$ cat src/rtl/seven_segment_scan.sv
// Four-digit multiplexed display scanner with a double-buffered BCD value.
// Optional leading-zero blanking via `define LEADING_ZERO_BLANK_EN.
module seven_segment_scan #(
    parameter int REFRESH_DIV = 50000
) (
    input  logic        clk,
    input  logic        rst,
    input  logic [15:0] data_in,
    input  logic        load,
    output logic        pending,
    output logic [3:0]  digit,
    output logic [3:0]  an,
    output logic [1:0]  digit_idx
);

    localparam int PW = (REFRESH_DIV > 1) ? $clog2(REFRESH_DIV) : 1;
    localparam logic [PW-1:0] PCNT_MAX = PW'(REFRESH_DIV - 1);

    logic [PW-1:0] pcnt_q, pcnt_d;
    logic [1:0]    idx_q, idx_d;
    logic [15:0]   shadow_q, shadow_d;
    logic [15:0]   disp_q, disp_d;
    logic          pending_q, pending_d;

    logic tick;
    logic boundary;

    always_comb begin
        tick     = (pcnt_q == PCNT_MAX);
        boundary = tick && (idx_q == 2'd3);

        pcnt_d    = tick ? '0 : pcnt_q + PW'(1);
        idx_d     = tick ? idx_q + 2'd1 : idx_q;
        shadow_d  = load ? data_in : shadow_q;
        disp_d    = disp_q;
        pending_d = pending_q;

        // A load landing on the boundary bypasses the shadow so the new
        // value is shown from digit 0 of the very next frame.
        if (load && boundary) begin
            disp_d    = data_in;
            pending_d = 1'b0;
        end else if (load) begin
            pending_d = 1'b1;
        end else if (boundary && pending_q) begin
            disp_d    = shadow_q;
            pending_d = 1'b0;
        end
    end

    always_ff @(posedge clk) begin
        if (rst) begin
            pcnt_q    <= '0;
            idx_q     <= 2'd0;
            shadow_q  <= 16'h0000;
            disp_q    <= 16'h0000;
            pending_q <= 1'b0;
        end else begin
            pcnt_q    <= pcnt_d;
            idx_q     <= idx_d;
            shadow_q  <= shadow_d;
            disp_q    <= disp_d;
            pending_q <= pending_d;
        end
    end

    logic [3:0] lit;

    always_comb begin
`ifdef LEADING_ZERO_BLANK_EN
        // Digit i is lit if it or any more-significant nibble is non-zero.
        lit[0] = 1'b1;
        lit[1] = |disp_q[15:4];
        lit[2] = |disp_q[15:8];
        lit[3] = |disp_q[15:12];
`else
        lit = 4'b1111;
`endif
        digit_idx = idx_q;
        pending   = pending_q;
        if (lit[idx_q]) begin
            digit = disp_q[{idx_q, 2'b00} +: 4];
            an    = ~(4'b0001 << idx_q);
        end else begin
            digit = 4'h0;
            an    = 4'b1111;
        end
    end

endmodule

$ cat config.mk
export PLATFORM = sky130hd
export DESIGN_NAME = seven_segment_scan
export DESIGN_NICKNAME = d
export VERILOG_FILES = /design/src/rtl/seven_segment_scan.sv
export SDC_FILE = /design/constraint.sdc
export NUM_CORES = 1
export LEC_CHECK = 0
export BUFFER_PORTS_ARGS = -buffer_cell sky130_fd_sc_hd__buf_2
export CORE_MARGIN = 5
export CORE_UTILIZATION = 25
export CTS_BUF_LIST = sky130_fd_sc_hd__clkbuf_4 sky130_fd_sc_hd__clkbuf_8 sky130_fd_sc_hd__clkbuf_16
export CTS_CLUSTER_DIAMETER = 40
export CTS_CLUSTER_SIZE = 8
export DETAILED_ROUTE_END_ITERATION = 16
export PLACE_DENSITY_LB_ADDON = 0.25
export SYNTH_ARGS = -nofsm -noshare
export SYNTH_HDL_FRONTEND = slang
export SYNTH_SLANG_ARGS = --single-unit
$ cat constraint.sdc
create_clock -name clk -period 2.29 [get_ports clk]
set_input_delay 0.458 -clock clk [delete_from_list [all_inputs] [get_ports clk]]
set_output_delay 0.458 -clock clk [all_outputs]
set_load 0.03 [all_outputs]
# Yosys cells after proc, flatten, opt, wreduce, memory -nomap -nowiden
# Cells that the tools add are included.
# W data, S select, Z words.
# op_classes
add_sub_neg,2
n_lt_le_gt_ge,1
n_eq_ne,3
n_shift,2
n_mux,9
bitwise_logic,1
reduce_logical,8
# op_table
cell,n
$mux W16,3
$add A16 B1 Y16 const B,1
$eq A16 B16 Y1 const B,1
$shiftx A16 B5 Y4,1
$mux W4,2
$not A4 Y4,1
$reduce_bool A2 Y1,2
$reduce_or A2 Y1,2
$shl A1 B2 Y4 const A,1
$logic_and A1 B1 Y1,3
$lt A2 B3 Y1 const B,1
$mux W1,3
$add A2 B1 Y2 const B,1
$bmux W1 S2,1
$eq A2 B2 Y1 const B,1
$ne A2 B1 Y1 const B,1
$reduce_and A2 Y1,1
# totals
register_bits,51
inputBits,19
output_inout_bits,11

# Logic depth before layout (Yosys ltp)
# depth
ltp_word,6
ltp_mapped,7
depth_no_buf,5

# Least setup slack after synthesis
# OpenSTA, ideal clock, no wires.
# synth_timing
path_type,register to output
startpoint,register idx_q[0] (netlist: digit_idx[0])
endpoint,output port digit[0]
arrival_ns,1.524
setup_slack_ns,0.308
stages_incl_launch_ff,3
path_buffers,1
path_cell_list,dfxtp_1 > clkbuf_1 > mux4_2
# synth_via
elab_chain_len,3
elab_cells_between_ends,4
# synth_lines
item,line_no,text
start: declaration,20,"logic [1:0] idx_q, idx_d;"
start signal: assignment,60,idx_q <= idx_d;
"parallel branches: the longest is 2 deep, another holds $shiftx A16 B5 Y4",-,
$mux W4 (*),81,if (lit[idx_q]) begin
end: declaration,11,"output logic [3:0] digit,"
# Mark *: on every way between the ends. The select of a mux whose other input is x is not followed.

# Worst setup path after layout
# layout_timing
startpoint,register idx_q[0] (netlist: digit_idx[0])
endpoint,output port digit[2]
# The elaborated chain is that of the path after synthesis.

==> impl_metrics.env <==
export IMPL_synthTopCellsByCount="sky130_fd_sc_hd__dfxtp_1 (51), sky130_fd_sc_hd__nor2_1 (37), sky130_fd_sc_hd__mux2i_1 (17), sky130_fd_sc_hd__o2bb2ai_1 (16), sky130_fd_sc_hd__inv_1 (8)"
export IMPL_num_fill_cells=879
export IMPL_share_of_yosys_cell_area_claimed_by_the_top_area_cell_type=0.489
export IMPL_area_of_the_core_mm2=0.00818
export IMPL_route_vias_total=1462
export IMPL_die_y_um=101
export IMPL_warning_count_from_the_yosys_run=0
export IMPL_global_route_overflow_total=0
export IMPL_cts_hold_buffers_added=0
export IMPL_drv_cap=0
export IMPL_top_level_pins=30
export IMPL_proportion_of_layout_cells_with_a_drive_suffix_above_1=0.221
export IMPL_maximum_number_of_pins_on_one_net_before_global_route_repair=24
export IMPL_hold_start="data_in[0]"
export IMPL_post_route_ant_nets=0
export IMPL_critical_path_endpoint_type="primary output"
export IMPL_io_buffers=29
export IMPL_worstMarginPinSlew_ns=0.451
export IMPL_tritoncts_buffers=5
export IMPL_synth_most_common_cell="sky130_fd_sc_hd__dfxtp_1"
export IMPL_critPathMaxStageDelay_ns=0.53
export IMPL_syn_instance_count=198
export IMPL_edff_count_synth=0
export IMPL_routabilityCongestion=0.736
export IMPL_power_static_leakage_nw=0.958
export IMPL_post_synth_mux_area_share=0.125
export IMPL_synthXorXnorAreaFrac=0.0587
export IMPL_clock_tree_htree_level_count=2
export IMPL_syn_mean_instance_area_um2=10.6
export IMPL_post_synth_num_cell_types=26
export IMPL_final_design_utilization=0.301
export IMPL_yosys_most_used_dff="sky130_fd_sc_hd__dfxtp_1"
export IMPL_fin_skew_ns=0.00663
export IMPL_drt_iter0_markers=47
export IMPL_fin_crit_ns=2.02
export IMPL_ctsLongestPathBuffers=2
export IMPL_finalSetupViolations=0
export IMPL_critical_path_startpoint_type="register"
export IMPL_max_slew_margin_vs_limit=0.699
export IMPL_power_density_mw_per_mm2=667
export IMPL_grt_pass1_wl_mm=7.22
export IMPL_critical_path_arrival_ns=1.57
export IMPL_place_detailed_hpwl_mm=3.05
export IMPL_ys_top_cells_by_area="sky130_fd_sc_hd__dfxtp_1 (49%), sky130_fd_sc_hd__mux2i_1 (8.1%), sky130_fd_sc_hd__o2bb2ai_1 (6.7%)"
export IMPL_crit_slowest_cell="sky130_fd_sc_hd__mux4_2"
export IMPL_grt_pass1_vias=1445
export IMPL_design_final_nets=254
export IMPL_worstPathRequired_ns=1.83
export IMPL_initial_utilization=0.256
export IMPL_synth_compound_area_share=0.0754
export IMPL_critical_path_peak_fanout=8
export IMPL_diodes=0
export IMPL_syn_area_mm2=0.00209
export IMPL_yosys_area_top_type="sky130_fd_sc_hd__dfxtp_1"
export IMPL_critical_path_reg2reg_startpoint="pcnt_q[5]"
export IMPL_totalWireLength_mm=4.19
export IMPL_synth_top_family_by_area="simple AND/OR/NAND/NOR gates"
export IMPL_ctsRootBufferMaster="sky130_fd_sc_hd__clkbuf_8"
export IMPL_yosys_area_share_simple=0.175
export IMPL_worstSetupStartpoint="digit_idx[0]"
export IMPL_final_hold_viol_count=0
export IMPL_clock_latency_ns=0.30
export IMPL_rows=33
export IMPL_viasPerCell=4.35
export IMPL_cp_cell_sequence="buf_4 > mux4_2 > buf_2"
export IMPL_clock_tree_from_tritoncts="yes"
export IMPL_globalRouteTotalUtil=0.0892
export IMPL_drc_errors=0
export IMPL_critical_path_top_delay_family="multiplexers"
export IMPL_synth_nets=222
export IMPL_totalNegativeSetupSlack_ns=0
export IMPL_postCtsSetupRepairBufs=0
export IMPL_cts_sinks=51
export IMPL_die_width_um=101
export IMPL_outcome="complete, no violations"
export IMPL_cts_resized=0
export IMPL_asyncSetResetFlopFracSynth=0
export IMPL_first_pass_iters=4
export IMPL_avgRoutedWirePerCell_um=12.5
export IMPL_clkSlewWorstSetupHoldPaths_ns=0.10
export IMPL_antenna_violations_before_repair=0
export IMPL_final_max_slew_viol_count=0
export IMPL_finalCritPeriodShare=0.884
export IMPL_buffers_inverters_on_critical_path=2
export IMPL_post_synth_fa_ha_maj_area_fraction=0.0299
export IMPL_layout_area_overhead_vs_synth_pct=17.7
export IMPL_worst_ir_drop_vdd_mv=0.266
export IMPL_worst_hold_path_type="in2reg"
export IMPL_unrepaired_setup_endpoints_after_global_routing="false"
export IMPL_timing_worst_setup_path_type="reg2out"
export IMPL_design_die_area_mm2=0.0103
export IMPL_sequential_cell_area_fraction_in_the_yosys_report=0.489
export IMPL_number_of_storage_elements_in_the_synthesis_netlist=51
export IMPL_clock_fmax_mhz=494
==> cell families (layout without fill, tap and decap cells) <==
family / Yosys count / in the layout
mux: 21 / 21
xor+xnor: 14 / 14
buf+inv: 18 / 51
simple gates: 70 / 70
flops: 51 / 51
fa+ha+maj: 5 / 5
compound gates: 19 / 19
==> final cells by class <==
class,instances,area (um2),area share
flip-flops and latches,51,1020,0.415
inverters,8,30.0,0.0122
repair buffers,35,190,0.0774
clock inverters,3,47.5,0.0193
well taps,105,131,0.0534
clock buffers,5,68.8,0.0280
multi-input cells,129,970,0.394
==> state kept, by name, summed over array words and instances (netlist names) <==
| name | count |
|---|---|
| pending | 1 |
| digit_idx | 2 |
| disp_q | 16 |
| pcnt_q | 16 |
| shadow_q | 16 |
==> routing by layer <==
layer	GRT usage	part of all wire	up-vias
met2	0.136	0.46	22
met5	0	0	-
li1	-	-	753
met4	0.0368	0.019	0
met3	0.0227	0.029	5
met1	0.120	0.49	682
==> worst min-delay path, stage by stage <==
cell and delay [ns]:
sky130_fd_sc_hd__buf_2 0.07, sky130_fd_sc_hd__mux2i_1 0.08, sky130_fd_sc_hd__nor2_1 0.08
==> report_power, final <==
group          leakage, nW  switching (mW)  internal, mW
combinational        0.484          0.0515        0.0379
sequential           0.415         0.00834         0.908
clock               0.0587           0.303         0.331
total                0.958           0.363          1.28
==> per-stage QoR <==
stage	std cells	total power [mW]	worst slack [ns]	hold WS, ns	cell area [um2]
detailed placement	328	1.03	0.428	0.444	2340
global route	336	1.72	0.184	0.404	2460
floorplan	198	0.999	0.308	0.426	2090
CTS	336	1.67	0.224	0.411	2460
global placement	328	1.03	0.454	0.440	2340
finish	336	1.64	0.265	0.414	2460
==> final timing paths <==
check / to / cells past startpoint / slack, ns
hold reg to reg: disp_q[15] / 1 / 0.47
setup / recovery: digit[2] / 3 / 0.27
hold / removal: shadow_q[0] / 3 / 0.41
setup reg to reg: disp_q[8] / 4 / 0.44
==> cells in the final DEF (no fill, tap or decap), types with 3 or more instances in the layout <==
cell	count
sky130_fd_sc_hd__xor2_1	7
sky130_fd_sc_hd__dfxtp_1	51
sky130_fd_sc_hd__mux4_2	4
sky130_fd_sc_hd__inv_1	8
sky130_fd_sc_hd__nand3_1	4
sky130_fd_sc_hd__buf_4	6
sky130_fd_sc_hd__nor2_1	37
sky130_fd_sc_hd__clkbuf_8	5
sky130_fd_sc_hd__and4_1	3
sky130_fd_sc_hd__nand4_1	6
sky130_fd_sc_hd__ha_1	5
sky130_fd_sc_hd__xnor2_1	7
sky130_fd_sc_hd__o2bb2ai_1	16
sky130_fd_sc_hd__buf_2	29
sky130_fd_sc_hd__mux2i_1	17
sky130_fd_sc_hd__nand2_1	7
sky130_fd_sc_hd__nor3_1	3
Note: power is estimated with default switching activity, not from simulation.
